`src/rtl/pipe_hazard_ctl.sv`:
```
// Pipeline hazard controller: tracks the instructions in flight after decode,
// stalls decode on a load-use hazard, selects EX operand forwarding sources,
// squashes the youngest stages on a redirect and counts load-use stalls.
module pipe_hazard_ctl #(
  parameter int RW       = 5,
  parameter int DEPTH    = 3,
  parameter int LD_AVAIL = 2,
  parameter int FLUSH_N  = 2,
  parameter int ZERO_REG = 1,
  parameter int CW       = 16,
  localparam int FW      = (DEPTH > 1) ? $clog2(DEPTH) : 1
) (
  input  logic             clk,
  input  logic             rst_n,
  input  logic             id_valid,
  input  logic [RW-1:0]    id_rs,
  input  logic [RW-1:0]    id_rt,
  input  logic             id_rs_used,
  input  logic             id_rt_used,
  input  logic             id_wr,
  input  logic [RW-1:0]    id_wrreg,
  input  logic             id_load,
  input  logic             flush,
  output logic             id_ready,
  output logic [FW-1:0]    fwd_a,
  output logic [FW-1:0]    fwd_b,
  output logic [DEPTH-1:0] stage_valid,
  output logic [CW-1:0]    stall_cnt
);

  // Per-stage payload; the valid bit lives separately so only it is reset.
  typedef struct packed {
    logic          wr;
    logic [RW-1:0] wrreg;
    logic          load;
    logic [RW-1:0] rs;
    logic [RW-1:0] rt;
    logic          rs_used;
    logic          rt_used;
  } rec_t;

  logic [DEPTH:1]   vld_p;
  rec_t             stg_p [1:DEPTH];
  rec_t             in_rec;
  logic             accept;
  logic             ld_use;
  logic [DEPTH-1:0] ld_stage;

  // A valid writer counts only if it targets a real register.
  function automatic logic is_live(input logic v, input rec_t r);
    return v & r.wr & ((ZERO_REG == 0) || (r.wrreg != '0));
  endfunction

  // Saturating increment so the counter parks at all-ones.
  function automatic logic [CW-1:0] sat_inc(input logic [CW-1:0] v);
    return (&v) ? v : v + CW'(1);
  endfunction

  assign accept      = id_valid & id_ready & ~flush;
  assign stage_valid = vld_p;

  // Decode record entering EX; a non-accepted slot becomes a bubble.
  always_comb begin
    in_rec         = '0;
    in_rec.wr      = id_wr & accept;
    in_rec.wrreg   = id_wrreg;
    in_rec.load    = id_load & accept;
    in_rec.rs      = id_rs;
    in_rec.rt      = id_rt;
    in_rec.rs_used = id_rs_used;
    in_rec.rt_used = id_rt_used;
  end

  // Load-use detection: a load whose data does not yet exist blocks a reader in decode.
  always_comb begin
    ld_use   = 1'b0;
    ld_stage = '0;
    for (int k = 1; k <= DEPTH; k++) begin
      ld_stage[k-1] = is_live(vld_p[k], stg_p[k]) & stg_p[k].load;
    end
    for (int k = 1; k < LD_AVAIL; k++) begin
      if (ld_stage[k-1] &&
          ((id_rs_used && (stg_p[k].wrreg == id_rs)) ||
           (id_rt_used && (stg_p[k].wrreg == id_rt)))) begin
        ld_use = 1'b1;
      end
    end
    id_ready = ~(id_valid & ld_use);
  end

  // Forward select: scan oldest to youngest so the youngest matching writer wins.
  always_comb begin
    fwd_a = '0;
    fwd_b = '0;
    for (int k = DEPTH; k >= 2; k--) begin
      if (is_live(vld_p[k], stg_p[k])) begin
        if (vld_p[1] && stg_p[1].rs_used && (stg_p[k].wrreg == stg_p[1].rs)) begin
          fwd_a = FW'(k - 1);
        end
        if (vld_p[1] && stg_p[1].rt_used && (stg_p[k].wrreg == stg_p[1].rt)) begin
          fwd_b = FW'(k - 1);
        end
      end
    end
  end

  // Control state: stage valid bits shift (youngest squashed on flush) and stall counter.
  always_ff @(posedge clk or negedge rst_n) begin
    if (!rst_n) begin
      vld_p     <= '0;
      stall_cnt <= '0;
    end else begin
      vld_p[1] <= accept;
      for (int k = 2; k <= DEPTH; k++) begin
        vld_p[k] <= vld_p[k-1] & ~(flush && (k <= FLUSH_N));
      end
      if (id_valid && !id_ready && !flush) begin
        stall_cnt <= sat_inc(stall_cnt);
      end
    end
  end

  // Payload shift; no reset needed since every use is qualified by the valid bit.
  always_ff @(posedge clk) begin
    stg_p[1] <= in_rec;
    for (int k = 2; k <= DEPTH; k++) begin
      stg_p[k] <= stg_p[k-1];
    end
  end

endmodule

```
`config.mk`:
```
export PLATFORM = sky130hd
export DESIGN_NAME = pipe_hazard_ctl
export DESIGN_NICKNAME = d
export VERILOG_FILES = /design/src/rtl/pipe_hazard_ctl.sv
export SDC_FILE = /design/constraint.sdc
export NUM_CORES = 1
export LEC_CHECK = 0
export ABC_AREA = 1
export ABC_CLOCK_PERIOD_IN_PS = 1950
export BUFFER_PORTS_ARGS = -buffer_cell sky130_fd_sc_hd__buf_2
export CAP_MARGIN = 20
export CORE_MARGIN = 2
export CORE_UTILIZATION = 56
export CTS_BUF_LIST = sky130_fd_sc_hd__clkbuf_4 sky130_fd_sc_hd__clkbuf_8
export CTS_CLUSTER_DIAMETER = 50
export DETAILED_ROUTE_END_ITERATION = 10
export GPL_TIMING_DRIVEN = 0
export HOLD_SLACK_MARGIN = 0.02
export MAX_ROUTING_LAYER = met4
export PLACE_DENSITY = 0.81
export RECOVER_POWER = 50
export SETUP_SLACK_MARGIN = 0.1
export SYNTH_ARGS = -nofsm -noshare
export SYNTH_HDL_FRONTEND = slang
export SYNTH_SLANG_ARGS = --single-unit
```
`constraint.sdc`:
```
create_clock -name clk -period 1.95 [get_ports clk]
set_clock_uncertainty 0.15 [all_clocks]
set_input_delay 0.4875 -clock clk [delete_from_list [all_inputs] [get_ports clk]]
set_output_delay 0.4875 -clock clk [all_outputs]
set_load 0.1 [all_outputs]
```
# Word level (Yosys, flattened, before mapping)
# Memories as Yosys holds them, arrays and structs flattened.
# Index checks and enable logic that the tools add are counted.
dict set report word_totals {
  ram_bits 57
  mem_count 1
  in_bits 23
  word_cells 53
  regBits 19
}
# memory words width read_ports rd_clocked_by_memory_dff wr line_no
set mem_list {}
lappend mem_list {stg_p 3 19 3 0 3 43} ;# rec_t stg_p [1:DEPTH];
dict set report op_classes {
  n_bitwise 16
  mux 9
  n_eq_ne 6
  n_reduce_logical 18
  addsub 1
}
# operator count
set ops {}
lappend ops {{$eq A5 B5 Y1} 6}
lappend ops {{$add A16 B1 Y16 const B} 1}
lappend ops {{$mux W2} 8}
lappend ops {{$reduce_and A16 Y1} 1}
lappend ops {{$reduce_bool A5 Y1} 3}
lappend ops {{$and A1 B1 Y1} 13}
lappend ops {{$logic_and A1 B1 Y1} 11}
lappend ops {{$not A1 Y1} 3}
lappend ops {{$reduce_and A2 Y1} 1}
lappend ops {{$logic_not A1 Y1} 1}
lappend ops {{$logic_or A1 B1 Y1} 1}
lappend ops {{$mux W1} 1}

# Longest topological paths before layout
# Gate-level depths: netlist of the first run.
dict set report logic_depth {
  ltp_word 10
  ltp_mapped 11
  mapped_depth_nobuf 10
}

# Worst setup path after synthesis of the first run
# Ideal clock, no wire load.
dict set report synth_path {
  path_kind {register -> output}
  startpoint {register vld_p, in the netlist stage_valid[0]}
  endpoint {output port fwd_b[1]}
  path_stages_with_launch 6
  n_path_buf 0
  t_required_ps 1312
  t_arrival_ps 3612
  path_slack_ps -2300
  path_cell_list {dfrtp_1 -> nand2_1 -> inv_1 -> nand4_1 -> nor2_1 -> nor3_1}
}
dict set report synth_via {
  elab_chain_cells 6
}
# element line_no
set synth_rtl {}
lappend synth_rtl {{start: declaration} 42} ;# logic [DEPTH:1] vld_p;
lappend synth_rtl {{start signal: indexed assignment} 115} ;# vld_p[k] <= vld_p[k-1] & ~(flush && (k <= FLUSH_N));
lappend synth_rtl {{$logic_and A1 B1 Y1 (*)} 100} ;# if (vld_p[1] && stg_p[1].rt_used && (stg_p[k].wrreg == stg_p[1].rt)) begin
lappend synth_rtl {{$logic_and A1 B1 Y1} 100}
lappend synth_rtl {{$mux W2} 100}
lappend synth_rtl {{$mux W2} 96} ;# if (is_live(vld_p[k], stg_p[k])) begin
lappend synth_rtl {{$mux W2} 100}
lappend synth_rtl {{$mux W2 (*)} 96}
lappend synth_rtl {{end: declaration} 26} ;# output logic [FW-1:0] fwd_b,
# Mark *: on every way between the ends. The rest lies on a longest branch, timed or not.

==> impl_results.rst, run 1 <==
.. list-table::
   :header-rows: 1

   * - Metric
     - Value
   * - Number of distinct library cells after synthesis
     - 24
   * - Worst relative slew slack
     - between 60% and 70%
   * - Max-cap violation count
     - 0
   * - Antenna viol nets, final
     - 0
   * - Most used standard cell by instance count after synthesis
     - nand2_1
   * - Crit share post-route
     - 114%
   * - Most area-consuming cells after synthesis
     - dfxtp_1 (27%), dfrtp_1 (21%), nand2_1 (16%)
   * - Capturing element type of the critical path
     - primary output
   * - Final nets
     - between 300 and 400
   * - Number of buffers inserted by port buffering
     - 46
   * - CTS buffer count
     - 5
   * - Shortest clock period the worst path allows after layout
     - around 2.2 ns
   * - Cell class contributing the biggest share of worst-path delay
     - simple AND/OR/NAND/NOR gates
   * - Number of buffers between clock root and the deepest sink
     - 2
   * - WP data arrival
     - 1.59 ns
   * - Number of clock sinks
     - 50
   * - Vias per Instance
     - 5.03
   * - Storage element area
     - ~1200 µm²
   * - Global-route wire length before repair
     - 8.39 mm
   * - Post-place instance area
     - 2670 µm²
   * - Cell Chain, Critical Path
     - xnor2_1 -> o21ai_1 -> nor3_1 -> nand3_1 -> nor3_4 -> buf_12
   * - Portion of the post-synthesis area used by sequential elements
     - 48.3%
   * - Final HPWL DP
     - around 3.6 mm
   * - 1st-pass router iterations
     - 4
   * - Std-Cell Rows
     - 23
   * - I/O pins
     - 47
   * - Endpoint of the lowest-slack register-to-register path
     - stall_cnt[8]$_DFFE_PN0P_
   * - CP Buf/Inv Count
     - 1
   * - Predominant post-synthesis flop cell
     - dfxtp_1
   * - Count of flip-flops with a built-in enable after synthesis
     - 0
   * - Combined area of the multi-input logic cells
     - approximately 1100 µm²
   * - Total vias in the final route
     - 2033
   * - Buffer type at the clock tree root
     - clkbuf_8
   * - Fraction of final layout cells with drive strength greater than 1
     - between 30% and 40%
   * - Cell depth of the worst flop-to-flop path
     - 9
   * - Maximum clock rate
     - approximately 0.45 GHz
   * - Area Growth Syn to Fin
     - 33.9%
   * - Area share of the leading cell type in the synthesized netlist
     - 27.4%
   * - Final WS setup
     - -0.276 ns
   * - Effective utilization at floorplan
     - between 50 and 60%
   * - Transition time at the pin with the least slew margin
     - around 0.49 ns
   * - Cell area after technology mapping
     - between 2000 and 2500 µm²
   * - Number of filler instances in the final layout
     - ~260
   * - Largest area contributor in the netlist
     - dfxtp_1
   * - Routed len/inst
     - about 13 µm
   * - Post-synthesis average cell area
     - 7.82 µm²
   * - Total DRC errors in the routed layout
     - 0
   * - Max stage delay cell, worst path
     - dfxtp_2
   * - RSZ-0062 raised after global routing
     - yes
   * - Worst setup path endpoint
     - fwd_a[1]
   * - Failing checks
     - setup timing
   * - DIE WIDTH
     - a little under 70 µm
   * - Total Wirelength
     - about 5.4 mm
   * - Async SR Flop Fraction
     - between 30% and 40%
   * - Number of diodes added for antenna fixing
     - 0
   * - Number of warnings issued by yosys
     - 0
   * - Routability congestion estimate from global placement
     - about 0.9
   * - Path type of the worst min-delay path
     - in -> reg
   * - Setup TNS Final
     - -0.931 ns
   * - Area of the die
     - around 4600 µm²
   * - Peak VDD IR
     - slightly above 0.6 mV
   * - Clk Latency, worst-skew pair
     - 0.30 ns
   * - Final Hold Vio Count
     - 0
   * - Maximum fanout along the worst path
     - 3
   * - Antenna violations before repair
     - 0
   * - Largest net degree at the start of global routing
     - 20
   * - Gate count after technology mapping
     - 290
   * - Cell depth of the worst setup path
     - 6
   * - Commonest cells post-synth
     - nand2_1 (99), inv_1 (34), dfxtp_1 (31), nor2_1 (28), xor2_1 (20)
   * - CTS tree
     - done
   * - Worst reg2reg path startpoint
     - stall_cnt[0]$_DFFE_PN0P_
   * - Die outline height
     - about 68 µm
   * - Min Hold Slack
     - about 0.13 ns
   * - Reg-to-reg slack, setup
     - between 0.1 and 0.15 ns
   * - Synthesized flop and latch total
     - 50
   * - Total global routing overflow
     - 0
   * - Outcome
     - finished, violations left
   * - Kind of start point of the critical path
     - flip-flop
   * - Pins over their slew limit
     - 0
   * - Core Box Area
     - between 3000 and 4000 µm²
   * - Tot GR Track Use
     - roughly 26%
   * - Htree depth
     - 2
   * - Leak Pwr
     - 0.00142 µW
   * - Post-synthesis net count
     - 314
   * - Vias in the first global route
     - 1825
   * - Cell area after layout
     - ~3000 µm²
   * - Delay contributed by the slowest stage of the critical path
     - 0.37 ns
   * - Total power draw
     - between 1500 and 2000 µW
   * - PD cells
     - 624 nW/µm²
   * - Critical setup path kind
     - reg -> out
   * - Clock-pin slew on the worst setup and hold paths
     - approximately 0.090 ns
   * - Critical path required time
     - 1.31 ns
   * - Critical path launch point
     - stg_p[0][72]$_DFF_P_
   * - Number of DRC violations after detailed-routing iteration 0
     - 210
   * - Final setup fails
     - 5
==> state kept, by name, indices dropped and copies added (netlist names) <==
register	flops
stall_cnt	16
stage_valid	3
stg_p	31
==> layout make-up <==
cell class | count | share of cell area, %
flip-flops and latches | 50 | 38.6
multi-input cells | 201 | 36.8
repair buffers | 56 | 13.6
inverters | 36 | 4.66
clock buffers | 6 | 2.72
well taps | 50 | 2.06
plain buffers | 3 | 0.989
clock inverters | 2 | 0.577
==> cell usage in the layout, fill, tap and decap left out, drive strengths merged <==
master       instances
nand3               15
nand2              100
o21ai                1
inv                 35
dfxtp               31
dlygate4sd3          1
nand3b               2
xor2                20
dfrtp               19
clkbuf              25
clkinv               3
buf                 39
nor2                30
nand4                7
xnor2               12
ha                   1
nor3                13
==> kinds of logic (layout without fill, tap and decap cells) <==
group,Yosys count,after routing,share of synthesized area (%)
buffers and inverters,39,103,7.00
XOR/XNOR,32,32,12.4
AO/OA/AOI/OAI,1,1,0.220
flip-flops,50,50,48.3
adder cells (fa/ha/maj),1,1,0.551
AND/OR/NAND/NOR,167,167,31.6
==> metrics by stage <==
step	instances	setup slack [ns]	util [%]
after floorplan	290	-0.538	-
after global placement	386	-0.182	67.6
after detailed placement	386	-0.202	67.6
after CTS	399	-0.292	74.4
after global routing	404	-0.373	77.0
final	404	-0.276	77.0
==> worst min path at each step <==
stage                                     endpoint                 start  slack [ns]  depth (start not counted)
after floorplan           stage_valid[2]$_DFF_PN0_                 rst_n        0.04                          0
after global placement        stg_p[0][56]$_DFF_P_  stg_p[0][37]$_DFF_P_        0.19                          0
after detailed placement      stg_p[0][56]$_DFF_P_  stg_p[0][37]$_DFF_P_        0.19                          0
after CTS                     stg_p[0][35]$_DFF_P_           id_wrreg[3]        0.12                          1
after global routing          stg_p[0][34]$_DFF_P_           id_wrreg[2]        0.11                          1
final                         stg_p[0][33]$_DFF_P_           id_wrreg[1]        0.13                          1
==> report_power, final <==
part / internal [µW] / leakage (µW) / switching [µW] / total, µW
combinational: 60.6 / 0.000879 / 93.7 / 154
clock: 292 / 0.0000514 / 346 / 638
sequential: 1060 / 0.000493 / 38.9 / 1100
==> per-layer routing <==
layer  vias up  wire length [µm]  share of wire [%]  track usage, %
met5         -                 0                  0               -
met4         0               112                2.1            10.2
met3        11               335                6.2            5.33
met2        78              2600                 48            40.2
met1       934              2370                 44            33.3
li1       1010                 -                  -               -
==> repair_timing <==
action,4_1_cts,5_1_grt
setup endpoints to repair,15,26
setup buffers,4,3
endpoints found under the hold margin,19,0
cloned,0,2
hold buffers,1,0
gates resized for setup,49,28
pin swaps,13,11
No activity file was read; power rests on OpenSTA's default activity.
==> run 2, diff against run 1 <==
CORE_UTILIZATION = 47   (was 56)
PLACE_DENSITY = 0.7   (was 0.81)
==> impl_results.rst, run 2 (synthesis results as in run 1) <==
.. list-table::
   :header-rows: 1

   * - Metric
     - Value
   * - Commonest non-fill, non-tap cell in the layout
     - nand2_1
   * - Register ranked first by flip-flop count
     - stg_p
   * - Clock-pin slew on the worst setup and hold paths
     - approximately 0.090 ns
   * - Number of buffers inserted by port buffering
     - 46
   * - Antenna viol nets, final
     - 0
   * - Final cell count without fillers
     - 404
   * - Core Box Area
     - between 4000 and 5000 µm²
   * - WP data arrival
     - roughly 1.6 ns
   * - Maximum fanout along the worst path
     - 3
   * - Final HPWL DP
     - roughly 3.6 mm
   * - CTS tree
     - done
   * - Area Growth Syn to Fin
     - 33.3%
   * - Peak VDD IR
     - 0.467 mV
   * - Capturing element type of the critical path
     - primary output
   * - 1st-pass router iterations
     - 4
   * - Total vias in the final route
     - 1943
   * - End-of-flow core utilization
     - around 64%
   * - Most used cells in the layout excluding fill and tap cells
     - nand2_1 (96), inv_1 (29), buf_2 (26)
   * - Shortest clock period the worst path allows after layout
     - around 2.3 ns
   * - Placed instance count
     - 390
   * - Vias per Instance
     - 4.81
   * - Worst relative slew slack
     - between 60% and 70%
   * - PD cells
     - roughly 630 nW/µm²
   * - Number of DRC violations after detailed-routing iteration 0
     - 65
   * - Largest net degree at the start of global routing
     - 20
   * - Final WS setup
     - -0.305 ns
   * - Final nets
     - 373
   * - Crit share post-route
     - 116%
   * - Htree depth
     - 2
   * - Area of the die
     - 5400 µm²
   * - I/O pins
     - 47
   * - Leak Pwr
     - roughly 0.0014 µW
   * - Critical setup path kind
     - reg -> out
   * - Effective utilization at floorplan
     - 48.3%
   * - Routed len/inst
     - ~12 µm
   * - Path type of the worst min-delay path
     - in -> reg
   * - Number of clock sinks
     - 50
   * - Failing checks
     - setup timing
   * - CTS buffer count
     - 5
   * - Vias in the first global route
     - approximately 1800
   * - Final setup fails
     - 5
   * - Fraction of final layout cells with drive strength greater than 1
     - 34.3%
   * - Transition time at the pin with the least slew margin
     - about 0.5 ns
   * - Total DRC errors in the routed layout
     - 0
   * - Antenna violations before repair
     - 0
   * - Routability congestion estimate from global placement
     - slightly below 0.9
   * - Die outline height
     - 73.5 µm
   * - DIE WIDTH
     - 73.5 µm
   * - Number of diodes added for antenna fixing
     - 0
   * - Number of buffers between clock root and the deepest sink
     - 2
   * - RSZ-0062 raised after global routing
     - yes
   * - Global-route wire length before repair
     - a little over 8 mm
   * - Pins over their slew limit
     - 0
   * - Final Hold Vio Count
     - 0
   * - Clk Latency, worst-skew pair
     - ~0.30 ns
   * - Kind of start point of the critical path
     - flip-flop
   * - Max-cap violation count
     - 0
   * - Total power draw
     - 1900 µW
   * - Outcome
     - finished, violations left
   * - Total global routing overflow
     - 0
   * - Std-Cell Rows
     - 25
   * - Total Wirelength
     - 4.88 mm
   * - Tot GR Track Use
     - about a fifth
   * - Maximum clock rate
     - 0.444 GHz
   * - Max reg flops
     - 31
   * - Buffer type at the clock tree root
     - clkbuf_8
   * - Reg-to-reg slack, setup
     - approximately 0.23 ns
   * - Critical path required time
     - around 1.3 ns
[run 2: timing repair]
| action | 4_1_cts | 5_1_grt |
|---|---|---|
| hold buffers | 1 | 0 |
| setup buffers | 3 | 2 |
| pin swaps | 12 | 15 |
| resized for setup | 49 | 26 |
| endpoints found under the hold margin | 19 | 0 |
| setup endpoints to repair | 15 | 26 |
[run 2: worst max-delay path: stages (launching register included)]
cell,delay (ns)
dfxtp_4,0.37
xnor2_2,0.13
o21ai_2,0.07
nor3_2,0.19
nand3_2,0.13
nor3_4,0.21
buf_12,0.20
[run 2: layer usage]
metal | up-vias | share of wire (%) | global-route usage (%)
met4 | 0 | 2.0 | 8.48
met3 | 7 | 2.9 | 4.12
met2 | 38 | 46 | 29.8
met5 | - | 0 | -
met1 | 900 | 49 | 27.2
li1 | 998 | - | -
[run 2: where the power goes]
group / internal (µW) / total [µW] / switching [µW]
Sequential: 1060 / 1100 / 40.0
Combinational: 64.6 / 158 / 93.4
Clock: 293 / 643 / 350
Total: 1420 / 1900 / 483
[run 2: per-stage QoR]
stage / setup TNS [ns] / setup slack (ns) / hold slack (ns) / area [µm²]
4_1_cts: -0.926 / -0.289 / 0.117 / 2930
6_report: -1.02 / -0.305 / 0.128 / 3020
3_3_place_gp: -0.659 / -0.177 / 0.190 / 2670
2_1_floorplan: -1.32 / -0.538 / 0.0419 / 2370
3_5_place_dp: -0.673 / -0.193 / 0.195 / 2670
5_1_grt: -1.45 / -0.394 / 0.111 / 3020
[run 2: final cells by class]
class | count | area [µm²]
tap | 54 | 67.6
multi-input combinational | 201 | 1150
fill | 403 | 1670
buffer | 3 | 27.5
sequential | 50 | 1180
timing repair buffer | 52 | 364
clock buffer | 6 | 82.6
clock inverter | 2 | 15.0
inverter | 36 | 138
[run 2: path summary, 6_finish.rpt]
path / start / end / depth (start not counted)
hold / removal: id_wrreg[3] / stg_p[0][35]$_DFF_P_ / 1
min in group asynchronous: rst_n / stage_valid[2]$_DFF_PN0_ / 2
hold reg to reg: stg_p[0][37]$_DFF_P_ / stg_p[0][56]$_DFF_P_ / 0
setup reg to reg: stall_cnt[0]$_DFFE_PN0P_ / stall_cnt[14]$_DFFE_PN0P_ / 8
setup / recovery: stg_p[0][72]$_DFF_P_ / fwd_a[1] / 6
max in group asynchronous: rst_n / stage_valid[1]$_DFF_PN0_ / 2
==> run 3, diff against run 2 <==
MAX_ROUTING_LAYER = unset   (was met4)
==> impl_results.rst, run 3 (synthesis results as in run 1) <==
.. list-table::
   :header-rows: 1

   * - Metric
     - Value
   * - I/O pins
     - 47
   * - Cell area after layout
     - approximately 3000 µm²
   * - Std-Cell Rows
     - 25
   * - CTS buffer count
     - 5
   * - Largest net degree at the start of global routing
     - 20
   * - Vias in the first global route
     - 1813
   * - Capturing element type of the critical path
     - primary output
   * - Routability congestion estimate from global placement
     - ~0.88
   * - Critical setup path kind
     - reg -> out
   * - Number of DRC violations after detailed-routing iteration 0
     - about 140
   * - Total power draw
     - roughly 2000 µW
   * - CTS tree
     - done
   * - Final Hold Vio Count
     - 0
   * - Area Growth Syn to Fin
     - 33.2%
   * - Number of diodes added for antenna fixing
     - 0
   * - Number of buffers inserted by port buffering
     - between 40 and 50
   * - Peak VDD IR
     - 0.504 mV
   * - Clk Latency, worst-skew pair
     - 0.30 ns
   * - Antenna viol nets, final
     - 0
   * - Met3 wire length
     - between 150 and 200 µm
   * - Leak Pwr
     - roughly 0.0014 µW
   * - Setup TNS Final
     - -0.877 ns
   * - Final WS setup
     - -0.248 ns
   * - Total global routing overflow
     - 0
   * - Buffer type at the clock tree root
     - clkbuf_8
   * - Critical path required time
     - roughly 1.3 ns
   * - Shortest clock period the worst path allows after layout
     - about 2.2 ns
   * - Post-place instance area
     - between 2000 and 3000 µm²
   * - End-of-flow core utilization
     - 64.4%
   * - Highest metal used
     - met4
   * - 1st-pass router iterations
     - 4
   * - Outcome
     - finished, violations left
   * - Metal1 wirelength
     - approximately 2.3 mm
   * - Pins over their slew limit
     - 0
   * - Final nets
     - roughly 370
   * - WP data arrival
     - around 1.6 ns
   * - Antenna violations before repair
     - 0
   * - Routed met2 length
     - roughly 2.3 mm
   * - RSZ-0062 raised after global routing
     - yes
   * - Final setup fails
     - 5
   * - Kind of start point of the critical path
     - flip-flop
   * - Number of filler instances in the final layout
     - ~410
   * - Global-route wire length before repair
     - roughly 8.1 mm
   * - Area of the die
     - 5400 µm²
   * - Min Hold Slack
     - about 0.14 ns
   * - Routed len/inst
     - between 10 and 15 µm
   * - Number of clock sinks
     - 50
   * - Maximum clock rate
     - about 0.46 GHz
   * - Final HPWL DP
     - around 3.6 mm
   * - Core Box Area
     - roughly 4700 µm²
   * - Combined area of the multi-input logic cells
     - ~1100 µm²
   * - Max-cap violation count
     - 0
   * - Register ranked first by flip-flop count
     - stg_p
   * - Max reg flops
     - 31
   * - Path type of the worst min-delay path
     - in -> reg
   * - Commonest non-fill, non-tap cell in the layout
     - nand2_1
   * - Htree depth
     - 2
   * - Fraction of final layout cells with drive strength greater than 1
     - between 30% and 40%
   * - Clock-pin slew on the worst setup and hold paths
     - ~0.090 ns
   * - Number of buffers between clock root and the deepest sink
     - 2
   * - Total vias in the final route
     - around 2000
   * - Worst relative slew slack
     - 67.7%
   * - DIE WIDTH
     - 73.5 µm
   * - Maximum fanout along the worst path
     - 5
   * - Crit share post-route
     - 113%
   * - Transition time at the pin with the least slew margin
     - just under 0.5 ns
   * - Tot GR Track Use
     - just under 20%
   * - Total DRC errors in the routed layout
     - 0
   * - Vias per Instance
     - 4.85
   * - Effective utilization at floorplan
     - 48.3%
   * - Most used cells in the layout excluding fill and tap cells
     - nand2_1 (97), inv_1 (27), nor2_1 (25), buf_2 (25), xor2_1 (19)
   * - Total Wirelength
     - between 4 and 5 mm
   * - Storage element area
     - 1170 µm²
   * - Failing checks
     - setup timing
   * - Die outline height
     - ~73 µm
   * - PD cells
     - ~660 nW/µm²
==> run 3: changes by cell type in the layout (fill, tap and decap cells not counted), moves of 2 or more <==
cell     before  now
dfxtp_2       8   12
dfxtp_4       9    6
inv_1        29   27
inv_2         6    9
inv_4         2    0
==> run 3: where the power goes <==
group / internal (µW) / switching [µW] / total, µW
Clock: 389 / 355 / 744
Combinational: 61.6 / 93.1 / 155
Sequential: 1060 / 39.2 / 1100
==> run 3: metal layers <==
metal / GRT usage [%] / vias up
met5: 0 / -
met4: 9.09 / 0
met3: 3.70 / 9
met2: 30.6 / 45
met1: 26.1 / 902
li1: - / 998
==> run 3: final cells by class <==
cell class | count | area share (%)
flip-flops and latches | 50 | 38.8
multi-input cells | 201 | 38.0
repair buffers | 51 | 11.8
inverters | 36 | 4.47
clock buffers | 5 | 2.28
well taps | 54 | 2.24
clock inverters | 3 | 1.57
plain buffers | 3 | 0.911
==> run 3: what timing repair did <==
action,4_1_cts,5_1_grt
hold buffers,1,0
pin swaps,13,6
gates resized for setup,51,22
endpoints found under the hold margin,19,0
buffers inserted,3,1
setup endpoints to repair,15,24
==> run 3: worst paths after layout <==
| kind | start | endpoint | cells past startpoint | slack [ns] |
|---|---|---|---|---|
| hold / removal | id_wrreg[3] | stg_p[0][35]$_DFF_P_ | 1 | 0.14 |
| setup / recovery | stage_valid[0]$_DFF_PN0_ | fwd_a[1] | 6 | -0.25 |
| hold reg to reg | stg_p[0][37]$_DFF_P_ | stg_p[0][56]$_DFF_P_ | 0 | 0.21 |
| min in group asynchronous | rst_n | stage_valid[2]$_DFF_PN0_ | 2 | 0.50 |
| max in group asynchronous | rst_n | stage_valid[1]$_DFF_PN0_ | 2 | 0.79 |
| setup reg to reg | stall_cnt[5]$_DFFE_PN0P_ | stall_cnt[9]$_DFFE_PN0P_ | 9 | 0.20 |
==> run 3: per-stage QoR <==
stage / worst slack (ns) / std cells
6_report: -0.248 / 403
3_3_place_gp: -0.184 / 390
5_1_grt: -0.325 / 403
3_5_place_dp: -0.199 / 390
2_1_floorplan: -0.538 / 290
4_1_cts: -0.327 / 402
==> run 3: critical path, cell delays in order (launching register included) <==
cell     delay (ns)
dfrtp_4        0.52
nand2_1        0.08
inv_1          0.06
nand4_1        0.14
nor2_4         0.07
nor3_4         0.19
buf_12         0.20
